### config.mk
export PLATFORM = sky130hd
export DESIGN_NAME = window_3x3_gen_flat
export DESIGN_NICKNAME = d
export VERILOG_FILES = /design/src/rtl/window_3x3_gen_if.sv /design/src/rtl/window_3x3_gen.sv /design/src/flat_wrapper.sv
export SDC_FILE = /design/constraint.sdc
export NUM_CORES = 1
export LEC_CHECK = 0
export CELL_PAD_IN_SITES_DETAIL_PLACEMENT = 0
export CELL_PAD_IN_SITES_GLOBAL_PLACEMENT = 1
export CORE_MARGIN = 5
export CORE_UTILIZATION = 45
export CTS_BUF_LIST = sky130_fd_sc_hd__clkbuf_4 sky130_fd_sc_hd__clkbuf_8
export DETAILED_ROUTE_END_ITERATION = 8
export HOLD_SLACK_MARGIN = 0.08
export PLACE_DENSITY_LB_ADDON = 0.1
export SLEW_MARGIN = 0
export SYNTH_ARGS = -nofsm -noshare
export SYNTH_HDL_FRONTEND = slang
export SYNTH_SLANG_ARGS = --single-unit
### constraint.sdc
create_clock -name clk -period 4.35 [get_ports clk]
set_input_delay 0.435 -clock clk [delete_from_list [all_inputs] [get_ports clk]]
set_output_delay 0.435 -clock clk [all_outputs]
set_load 0.05 [all_outputs]
### src/rtl/window_3x3_gen_if.sv
// window_3x3_gen_if: pixel-in / window-out bundle for window_3x3_gen.
// master = upstream driver + downstream consumer side, slave = the generator.
interface window_3x3_gen_if #(
  parameter int DATA_WIDTH = 32
) ();
  logic                      valid_in;
  logic [DATA_WIDTH-1:0]     data_in;
  logic                      valid_out;
  logic [9*DATA_WIDTH-1:0]   window_out;
  logic                      done;
  logic                      overrun;

  modport master (
    output valid_in,
    output data_in,
    input  valid_out,
    input  window_out,
    input  done,
    input  overrun
  );

  modport slave (
    input  valid_in,
    input  data_in,
    output valid_out,
    output window_out,
    output done,
    output overrun
  );
endinterface

### src/rtl/window_3x3_gen.sv
// window_3x3_gen: streaming 3x3 neighbourhood generator with 1-pixel zero
// padding ("same" output size). Two WIDTH-deep line buffers plus a 3x3
// register window; out-of-map taps are zeroed by masking at the output.
// Optional feature: define WIN3X3_OVERRUN_EN to build the sticky overrun flag
// (otherwise overrun is tied low and dropped pixels vanish silently).
module window_3x3_gen #(
  parameter int DATA_WIDTH = 32,
  parameter int WIDTH      = 4,
  parameter int HEIGHT     = 4
) (
  input logic             clk,
  input logic             resetn,
  window_3x3_gen_if.slave bus
);

  localparam int CW = (WIDTH  > 2) ? $clog2(WIDTH)  : 1;
  localparam int RW = (HEIGHT > 2) ? $clog2(HEIGHT) : 1;

  localparam logic [CW-1:0] COL_LAST   = CW'(WIDTH - 1);
  localparam logic [CW-1:0] COL_ONE    = CW'(1);
  localparam logic [RW-1:0] ROW_LAST   = RW'(HEIGHT - 1);
  localparam logic [RW-1:0] ROW_PENULT = RW'(HEIGHT - 2);
  localparam logic [RW-1:0] ROW_ONE    = RW'(1);

  localparam logic [2:0] S_IDLE   = 3'd0;
  localparam logic [2:0] S_FILL   = 3'd1;
  localparam logic [2:0] S_STREAM = 3'd2;
  localparam logic [2:0] S_PADCOL = 3'd3;
  localparam logic [2:0] S_FLUSH  = 3'd4;

  logic [2:0]              state_reg, state_next;
  logic [CW-1:0]           col_reg;
  logic [RW-1:0]           row_reg;
  logic [CW-1:0]           fc_reg;       // column of the bottom-row window in FLUSH
  logic [RW-1:0]           win_row_reg;  // centre row of the most recent streamed window
  logic [CW-1:0]           fc_left, fc_right;

  logic [DATA_WIDTH-1:0]   lb_top [WIDTH];  // row above the row being received
  logic [DATA_WIDTH-1:0]   lb_mid [WIDTH];  // row being received (older columns: previous row)
  logic [DATA_WIDTH-1:0]   win_reg  [3][3];
  logic [DATA_WIDTH-1:0]   win_next [3][3];
  logic [DATA_WIDTH-1:0]   tap_raw  [9];
  logic [8:0]              tap_keep;
  logic                    top_ok, bot_ok, left_ok, right_ok;

  logic                    accept, emit_stream, emit_pad, emit_flush, emit;
  logic                    valid_out_reg, done_reg;
  logic [9*DATA_WIDTH-1:0] window_out_reg, window_masked;

  assign accept = bus.valid_in &&
                  (state_reg == S_IDLE || state_reg == S_FILL || state_reg == S_STREAM);
  assign emit_stream = accept && (state_reg == S_STREAM) && (col_reg != '0);
  assign emit_pad    = (state_reg == S_PADCOL);
  assign emit_flush  = (state_reg == S_FLUSH);
  assign emit        = emit_stream || emit_pad || emit_flush;

  // Neighbour columns for the FLUSH read; clamped at the edges (those taps are masked).
  assign fc_left  = (fc_reg == '0)       ? '0       : fc_reg - COL_ONE;
  assign fc_right = (fc_reg == COL_LAST) ? COL_LAST : fc_reg + COL_ONE;

  // Next-state decode for the frame sequencer.
  always_comb begin
    state_next = state_reg;
    case (state_reg)
      S_IDLE:   if (bus.valid_in) state_next = S_FILL;
      S_FILL:   if (bus.valid_in && row_reg == ROW_ONE && col_reg == '0) state_next = S_STREAM;
      S_STREAM: if (bus.valid_in && col_reg == COL_LAST) state_next = S_PADCOL;
      S_PADCOL: state_next = (win_row_reg == ROW_PENULT) ? S_FLUSH : S_STREAM;
      S_FLUSH:  if (fc_reg == COL_LAST) state_next = S_IDLE;
      default:  state_next = S_IDLE;
    endcase
  end

  // Window shift: accepted column enters on the right; PADCOL shifts with the right column left stale.
  always_comb begin
    win_next = win_reg;
    if (accept || state_reg == S_PADCOL) begin
      for (int dr = 0; dr < 3; dr++) begin
        win_next[dr][0] = win_reg[dr][1];
        win_next[dr][1] = win_reg[dr][2];
      end
    end
    if (accept) begin
      win_next[0][2] = lb_top[col_reg];
      win_next[1][2] = lb_mid[col_reg];
      win_next[2][2] = bus.data_in;
    end
  end

  // Tap sources and border masks for the window being emitted this cycle.
  always_comb begin
    top_ok   = 1'b1;
    bot_ok   = 1'b1;
    left_ok  = 1'b1;
    right_ok = 1'b1;
    for (int dr = 0; dr < 3; dr++) begin
      for (int dc = 0; dc < 3; dc++) begin
        tap_raw[3*dr+dc] = win_next[dr][dc];
      end
    end
    case (state_reg)
      S_STREAM: begin
        top_ok  = (row_reg != ROW_ONE);
        left_ok = (col_reg != COL_ONE);
      end
      S_PADCOL: begin
        top_ok   = (win_row_reg != '0);
        right_ok = 1'b0;
      end
      S_FLUSH: begin
        bot_ok   = 1'b0;
        left_ok  = (fc_reg != '0);
        right_ok = (fc_reg != COL_LAST);
        tap_raw[0] = lb_top[fc_left];
        tap_raw[1] = lb_top[fc_reg];
        tap_raw[2] = lb_top[fc_right];
        tap_raw[3] = lb_mid[fc_left];
        tap_raw[4] = lb_mid[fc_reg];
        tap_raw[5] = lb_mid[fc_right];
        tap_raw[6] = '0;
        tap_raw[7] = '0;
        tap_raw[8] = '0;
      end
      default: ;
    endcase
  end

  generate
    for (genvar gi = 0; gi < 9; gi++) begin : g_tap
      localparam int DR = gi / 3;
      localparam int DC = gi % 3;
      assign tap_keep[gi] = ((DR != 0) || top_ok)  && ((DR != 2) || bot_ok) &&
                            ((DC != 0) || left_ok) && ((DC != 2) || right_ok);
      assign window_masked[gi*DATA_WIDTH +: DATA_WIDTH] = tap_keep[gi] ? tap_raw[gi] : '0;
    end
  endgenerate

  // Line buffers: in-place column update, old row moves up, new pixel lands in the middle row.
  always_ff @(posedge clk) begin
    if (accept) begin
      lb_top[col_reg] <= lb_mid[col_reg];
      lb_mid[col_reg] <= bus.data_in;
    end
  end

  // Window registers carry pure data; stale contents are always masked away.
  always_ff @(posedge clk) begin
    win_reg <= win_next;
  end

  // Sequencer, pixel counters and registered outputs.
  always_ff @(posedge clk) begin
    if (!resetn) begin
      state_reg      <= S_IDLE;
      col_reg        <= '0;
      row_reg        <= '0;
      fc_reg         <= '0;
      win_row_reg    <= '0;
      valid_out_reg  <= 1'b0;
      done_reg       <= 1'b0;
      window_out_reg <= '0;
    end else begin
      state_reg <= state_next;
      if (accept) begin
        if (col_reg == COL_LAST) begin
          col_reg <= '0;
          row_reg <= (row_reg == ROW_LAST) ? '0 : row_reg + ROW_ONE;
        end else begin
          col_reg <= col_reg + COL_ONE;
        end
      end
      if (emit_stream) win_row_reg <= row_reg - ROW_ONE;
      if (emit_flush)  fc_reg <= (fc_reg == COL_LAST) ? '0 : fc_reg + COL_ONE;
      valid_out_reg <= emit;
      done_reg      <= emit_flush && (fc_reg == COL_LAST);
      if (emit) window_out_reg <= window_masked;
    end
  end

  assign bus.valid_out  = valid_out_reg;
  assign bus.window_out = window_out_reg;
  assign bus.done       = done_reg;

`ifdef WIN3X3_OVERRUN_EN
  logic overrun_reg;

  // Sticky flag: a pixel offered while the generator cannot take input is lost.
  always_ff @(posedge clk) begin
    if (!resetn) begin
      overrun_reg <= 1'b0;
    end else if (bus.valid_in && (state_reg == S_PADCOL || state_reg == S_FLUSH)) begin
      overrun_reg <= 1'b1;
    end
  end

  assign bus.overrun = overrun_reg;
`else
  assign bus.overrun = 1'b0;
`endif

endmodule

### src/flat_wrapper.sv
// flat-port wrapper written by rule: the top's interface ports become plain ports
module window_3x3_gen_flat 
#(
  parameter int DATA_WIDTH = 32,
  parameter int WIDTH      = 4,
  parameter int HEIGHT     = 4
)
  (clk, resetn, bus_valid_in, bus_data_in, bus_valid_out, bus_window_out, bus_done, bus_overrun);
  window_3x3_gen_if #(.DATA_WIDTH(DATA_WIDTH)) bus_i ();
  input logic clk;
  input logic resetn;
  input wire logic [$bits(bus_i.valid_in)-1:0] bus_valid_in;
  input wire logic [$bits(bus_i.data_in)-1:0] bus_data_in;
  output wire logic [$bits(bus_i.valid_out)-1:0] bus_valid_out;
  output wire logic [$bits(bus_i.window_out)-1:0] bus_window_out;
  output wire logic [$bits(bus_i.done)-1:0] bus_done;
  output wire logic [$bits(bus_i.overrun)-1:0] bus_overrun;
  assign bus_i.valid_in = bus_valid_in;
  assign bus_i.data_in = bus_data_in;
  assign bus_valid_out = bus_i.valid_out;
  assign bus_window_out = bus_i.window_out;
  assign bus_done = bus_i.done;
  assign bus_overrun = bus_i.overrun;
  window_3x3_gen #(.DATA_WIDTH(DATA_WIDTH), .WIDTH(WIDTH), .HEIGHT(HEIGHT)) u_core (.clk(clk), .resetn(resetn), .bus(bus_i));
endmodule
==> impl_metrics.csv, run 1 <==
group,metric,value,unit
clock_tree,clkSinkCount,849,
min_path,hold_class,"in2reg",
detailed_routing,vias_per_cell,6.16,
sta,slew_viol_final,0,
clock_tree,clock_latency,0.81,ns
sta,setup-tns-final,0,ns
placed_design,dpl_cell_area,0.0419,sq mm
layout,syn_to_final_growth,19.1,%
sta,min_period,3.45,ns
run_status,status,"complete, no violations",
worst_setup_path,endpoint_kind,"flip-flop",
power,p_leak,0.0159,uW
clock_tree,cts_hold_buf,1,
worst_setup_path,cp.depth,6,
layout,fin_util,53.9,%
sta,timing.final.crit_share,79.3,%
power,switching_power,5520,uW
worst_setup_path,cpMostUsedCell,"buf_4",
sta,max_freq,290,MHz
synthesis,syn_area,0.0378,sq mm
sta,holdWs,0.294,ns
synthesis,synth-seq-cells,849,
global_routing,grt-ovfl-total,0,
synthesis,avgSynthCellArea,12.5,sq um
global_routing,antenna_found_initial,4,
worst_setup_path,cp_slowest_cell,"dfxtp_4",
worst_setup_path,path_buf_inv,2,
synthesis,postSynthCellCount,3028,
synthesis,synth.area.top_cells,"dfxtp_1 31%, edfxtp_1 20%, mux4_2 15%",
power,total_power,20100,uW
clock_tree,cts_buffer_depth,3,
die,die_y,300,um
layout,fillCellCount,7064,
detailed_routing,remaining_drc_errors,0,
layout,drive_gt1_share,25.4,%
global_routing,grt_usage,26.5,%
sta,setup_viol_count_final,0,
synthesis,ys_async_sr_fraction,0,%
min_path,whs_path_depth,1,
clock_tree,cts_tree,"built",
power,swShare,27.4,%
placed_design,hpwl,73.0,mm
die,ioPinCount,326,
power,p_clk_share,38.0,%
layout,fin_area,0.0450,sq mm
power,pwr-share-comb,14.2,%
synthesis,ys_seq_area_share,51.7,%
layout,ff_latch_area,0.0196,sq mm
global_routing,grt_max_degree,145,
global_routing,grt_pass1_vias,28100,
synthesis,ys_warn_count,0,
sta,rsz0062_at_grt,"no",
die,die_w,300,um
layout,fin_nets,3314,
detailed_routing,vias,27600,
power,p_seq_share,47.8,%
worst_setup_path,cpLargestDelayFamily,"buffers and inverters",
sta,hold_viol,0,
clock_tree,cts_made_buffers,145,
clock_tree,cts_setup_buffers,0,
layout,multi_input_area,0.0170,sq mm
synthesis,yosysMostFrequentCell,"dfxtp_1",
power,p_per_area,446,mW/mm^2
clock_tree,cts_max_level,4,
worst_setup_path,critPathKind,"reg2reg",
worst_setup_path,worstSetupStartpointType,"flip-flop",
die,initial_core_util,45.3,%
placed_design,portBuffers,324,
die,rows,106,
global_routing,grt_pass1_wl,182,mm
worst_setup_path,cp.required,5.08,ns
detailed_routing,wl_per_cell,27.3,um
synthesis,yosys-top-cells-count,"593 x dfxtp_1, 256 x edfxtp_1, 252 x mux4_2",
die,die_area,0.0899,sq mm
sta,finClkSkew,0.0329,ns
synthesis,syn_nets,3074,
worst_setup_path,slowest_delay,0.96,ns
detailed_routing,drt_wl_total,122,mm
detailed_routing,dr.pass1.iters,5,
clock_tree,cts.clk_slew.worst_paths,0.06,ns
power,peakVddDrop,283,uV
synthesis,synth_top_area_cell,"dfxtp_1",
detailed_routing,drtAntennaViolNets,0,
sta,worst_pin_slew,1.21,ns
synthesis,yosys.area.top_type_share,31.4,%
power,internal_power,14600,uW
clock_tree,cts_resized,0,
worst_setup_path,critPathMaxFanout,82,
synthesis,synth_edf_count,256,
clock_tree,cts-root-buf,"clkbuf_8",
synthesis,ys_types,62,
worst_setup_path,crit_arrival,4.17,ns
sta,max-slew-margin-rel,19.6,%
detailed_routing,detailedRoute.firstIterationViolations,2357,
die,core,0.0836,sq mm
placed_design,globalplace.congestion,0.813,
job,maxCapViolations,0,
worst_setup_path,path_cells,"nor2b_1 -> o21a_1 -> nor3_4 -> buf_4 -> buf_4 -> a22o_1",
worst_setup_path,ff2ff_path_depth,6,
synthesis,synth_ff_type,"dfxtp_1",
==> final timing paths <==
path / from / to / slack, ns
max: u_core.state_reg[2] / u_core.bus.window_out[22] / 0.90
min: bus_data_in[26] / u_core.lb_mid[2][26] / 0.29
max reg2reg: u_core.state_reg[2] / u_core.bus.window_out[22] / 0.90
min reg2reg: u_core.bus.window_out[212] / u_core.bus.window_out[212] / 0.47
==> cell families after synthesis <==
group | synth area share (%)
compound gates | 13.0
fa+ha+maj | 0.364
buf+inv | 3.77
flops | 51.7
mux | 21.3
other cells | 0.00992
simple gates | 9.83
==> power by group through the flow <==
stage	Combinational (uW)	Clock [uW]	Sequential, uW
finish	2850	7640	9610
global route	3060	8170	9700
CTS	2840	7790	9590
detailed placement	2830	0	9750
global placement	2760	0	9690
floorplan	1870	0	9770
==> layer usage <==
metal | track usage, % | share of wire [%] | vias to the layer above
met4 | 9.17 | 3.1 | 0
met3 | 6.67 | 8.2 | 232
li1 | - | - | 12200
met1 | 34.4 | 41 | 14000
met5 | 0 | 0 | -
met2 | 43.6 | 48 | 1178
==> cell usage in the layout (no fill, tap or decap), types with 17 or more instances in the layout <==
cell | Yosys | routed
nor3_1 | 62 | 62
o21ai_0 | 99 | 99
or2_2 | 62 | 62
a31oi_1 | 34 | 34
buf_12 | 3 | 17
nor2b_1 | 67 | 66
clkdlybuf4s50_1 | 0 | 322
a21oi_1 | 139 | 137
mux2_4 | 28 | 28
a21o_1 | 97 | 96
clkbuf_4 | 0 | 59
clkinv_2 | 0 | 17
nor2_1 | 66 | 65
o31ai_1 | 63 | 63
buf_4 | 18 | 39
o2111a_1 | 32 | 32
mux4_2 | 252 | 252
a221o_1 | 96 | 96
and3_1 | 36 | 33
mux2_2 | 162 | 162
a22o_1 | 94 | 94
edfxtp_1 | 256 | 256
dfxtp_1 | 593 | 587
nand2_1 | 205 | 205
nand3_1 | 195 | 194
nand2b_1 | 36 | 35
clkbuf_8 | 0 | 167
==> cell type report <==
type                    instances  area share, %
diodes                          9         0.0500
clock buffers                 226           6.09
clock inverters                43          0.870
inverters                      10         0.0973
multi-input cells            1881           37.8
flip-flops and latches        849           43.5
well taps                    1080           3.00
repair buffers                381           8.61
==> through the flow <==
stage,instances,worst slack [ns]
floorplan,3028,1.17
global placement,4200,1.07
detailed placement,4200,0.964
CTS,4470,0.937
global route,4476,0.766
finish,4479,0.902
Note: power is estimated with default switching activity, not from simulation.
==> inputs of run 2 (changes only) <==
- clock period: 4.35 -> 3.55 ns (I/O delays scaled with it)
==> impl_metrics.csv, run 2 (synthesis results as in run 1) <==
group,metric,value,unit
detailed_routing,drt_wl_total,122,mm
layout,fin_util,54.0,%
layout,fin_nets,3321,
worst_setup_path,critPathKind,"reg2reg",
layout,mostFrequentLayoutCell,"dfxtp_1",
worst_setup_path,crit_arrival,3.68,ns
sta,hold_viol,0,
detailed_routing,detailedRoute.firstIterationViolations,2562,
run_status,status,"complete, no violations",
sta,rsz0062_at_grt,"no",
clock_tree,cts.clk_slew.worst_paths,0.06,ns
layout,multi_input_area,0.0170,sq mm
global_routing,grt-ovfl-total,0,
clock_tree,cts_made_buffers,148,
detailed_routing,remaining_drc_errors,0,
global_routing,antenna_found_initial,4,
worst_setup_path,endpoint_kind,"flip-flop",
worst_setup_path,reg2reg_to,"u_core.bus.window_out[184]",
global_routing,grt_max_degree,196,
layout,fillCellCount,7009,
sta,setup_viol_count_final,0,
global_routing,grt_pass1_vias,27700,
clock_tree,clock_latency,0.80,ns
worst_setup_path,r2r_setup_slack,0.58,ns
worst_setup_path,cp_slowest_cell,"nor2_4",
placed_design,portBuffers,324,
sta,min_period,2.97,ns
power,p_leak,0.0159,uW
die,die_y,300,um
clock_tree,cts_buffer_depth,3,
placed_design,hpwl,73.1,mm
global_routing,grt_usage,26.5,%
sta,slew_viol_final,0,
power,p_per_area,547,mW/mm^2
worst_setup_path,critPathMaxFanout,32,
min_path,whs_path_depth,3,
die,ioPinCount,326,
sta,setup-tns-final,0,ns
worst_setup_path,worstSetupStartpointType,"flip-flop",
layout,syn_to_final_growth,19.3,%
global_routing,grt_pass1_wl,181,mm
sta,timing.final.crit_share,83.7,%
detailed_routing,wl_per_cell,27.3,um
clock_tree,cts-root-buf,"clkbuf_8",
die,die_w,300,um
worst_setup_path,slowest_delay,0.94,ns
clock_tree,cts_max_level,4,
worst_setup_path,worstReg2RegStart,"u_core.state_reg[1]",
worst_setup_path,path_cells,"nor2b_1 -> nand3_2 -> nor2_4 -> a221o_1",
power,total_power,24700,uW
power,peakVddDrop,263,uV
die,core,0.0836,sq mm
sta,max-slew-margin-rel,21.5,%
clock_tree,cts_tree,"built",
min_path,min-delay-start,"bus_valid_in",
worst_setup_path,cp.required,4.26,ns
detailed_routing,dr.pass1.iters,7,
layout,fin_area,0.0451,sq mm
worst_setup_path,ff2ff_path_depth,4,
die,initial_core_util,45.3,%
detailed_routing,vias,27600,
sta,worst_pin_slew,1.17,ns
clock_tree,clkSinkCount,849,
placed_design,dpl_cell_area,0.0420,sq mm
detailed_routing,drtAntennaViolNets,0,
layout,final_cell_mix,"587 x dfxtp_1, 322 x clkdlybuf4s50_1, 256 x edfxtp_1, 252 x mux4_2, 205 x nand2_1",
die,rows,106,
die,die_area,0.0899,sq mm
detailed_routing,vias_per_cell,6.17,
min_path,hold_class,"in2reg",
sta,max_freq,337,MHz
layout,ff_latch_area,0.0196,sq mm
job,maxCapViolations,0,
min_path,whs_endpoint,"u_core.bus.window_out[287]",
layout,drive_gt1_share,25.4,%
placed_design,globalplace.congestion,0.809,
sta,finClkSkew,0.0366,ns
## run 2: cell count changes in the layout (fill, tap and decap cells not counted), sizes merged
cell and delta:
clkbuf -20, clkinv +20, diode -5, buf +4, bufinv +3, inv -3
clkinvlp +2
## run 2: through the flow
| stage | std cells | hold slack (ns) | setup WS [ns] |
|---|---|---|---|
| after floorplan | 3028 | 0.446 | 0.449 |
| after global placement | 4204 | 0.455 | 0.794 |
| after detailed placement | 4204 | 0.456 | 0.650 |
| after CTS | 4476 | 0.141 | 0.622 |
| after global routing | 4479 | 0.181 | 0.473 |
| final | 4480 | 0.213 | 0.580 |
## run 2: how the worst max path moves through the flow
| stage | end | cells past startpoint | startpoint | slack, ns |
|---|---|---|---|---|
| 6_report | u_core.bus.window_out[184] | 4 | u_core.state_reg[1] | 0.58 |
| 3_5_place_dp | u_core.bus.window_out[166] | 4 | u_core.state_reg[1] | 0.65 |
| 4_1_cts | u_core.bus.window_out[179] | 4 | u_core.state_reg[1] | 0.62 |
| 5_1_grt | u_core.bus.window_out[179] | 4 | u_core.state_reg[1] | 0.47 |
| 2_1_floorplan | u_core.lb_mid[0][0] | 5 | u_core.state_reg[0] | 0.45 |
| 3_3_place_gp | u_core.bus.window_out[166] | 4 | u_core.state_reg[1] | 0.79 |
## run 2: power by group
group	leakage, uW	switching (uW)	internal [uW]
combinational	0.00699	1870	1610
sequential	0.00724	735	11000
clock	0.00168	4150	5250
## run 2: timing repair
item	in CTS	in global routing
buffers inserted	0	0
hold buffers	1	0
endpoints found under the hold margin	7	0
gates resized for setup	0	0
## run 2: layer usage
layer  part of all wire, %  GRT usage [%]  vias up
met4                   2.5           7.73        0
met5                     0              0        -
met1                    42           35.9    14000
met2                    47           42.5     1310
met3                   9.0           6.85      189
li1                      -              -    12200
## run 2: worst max-delay path, delay by kind of cell, from the launching register on
family	cells	cell delay, ns
flip-flops	1	0.74
AO/OA/AOI/OAI	1	0.30
AND/OR/NAND/NOR	3	1.85
## run 2: cell type report
cell class | count | area share [%]
Inverter | 10 | 0.0971
Sequential cell | 849 | 43.4
Multi-Input combinational cell | 1881 | 37.7
Antenna cell | 4 | 0.0222
Tap cell | 1080 | 3.00
Timing Repair Buffer | 385 | 8.80
Clock inverter | 65 | 1.17
Clock buffer | 206 | 5.79
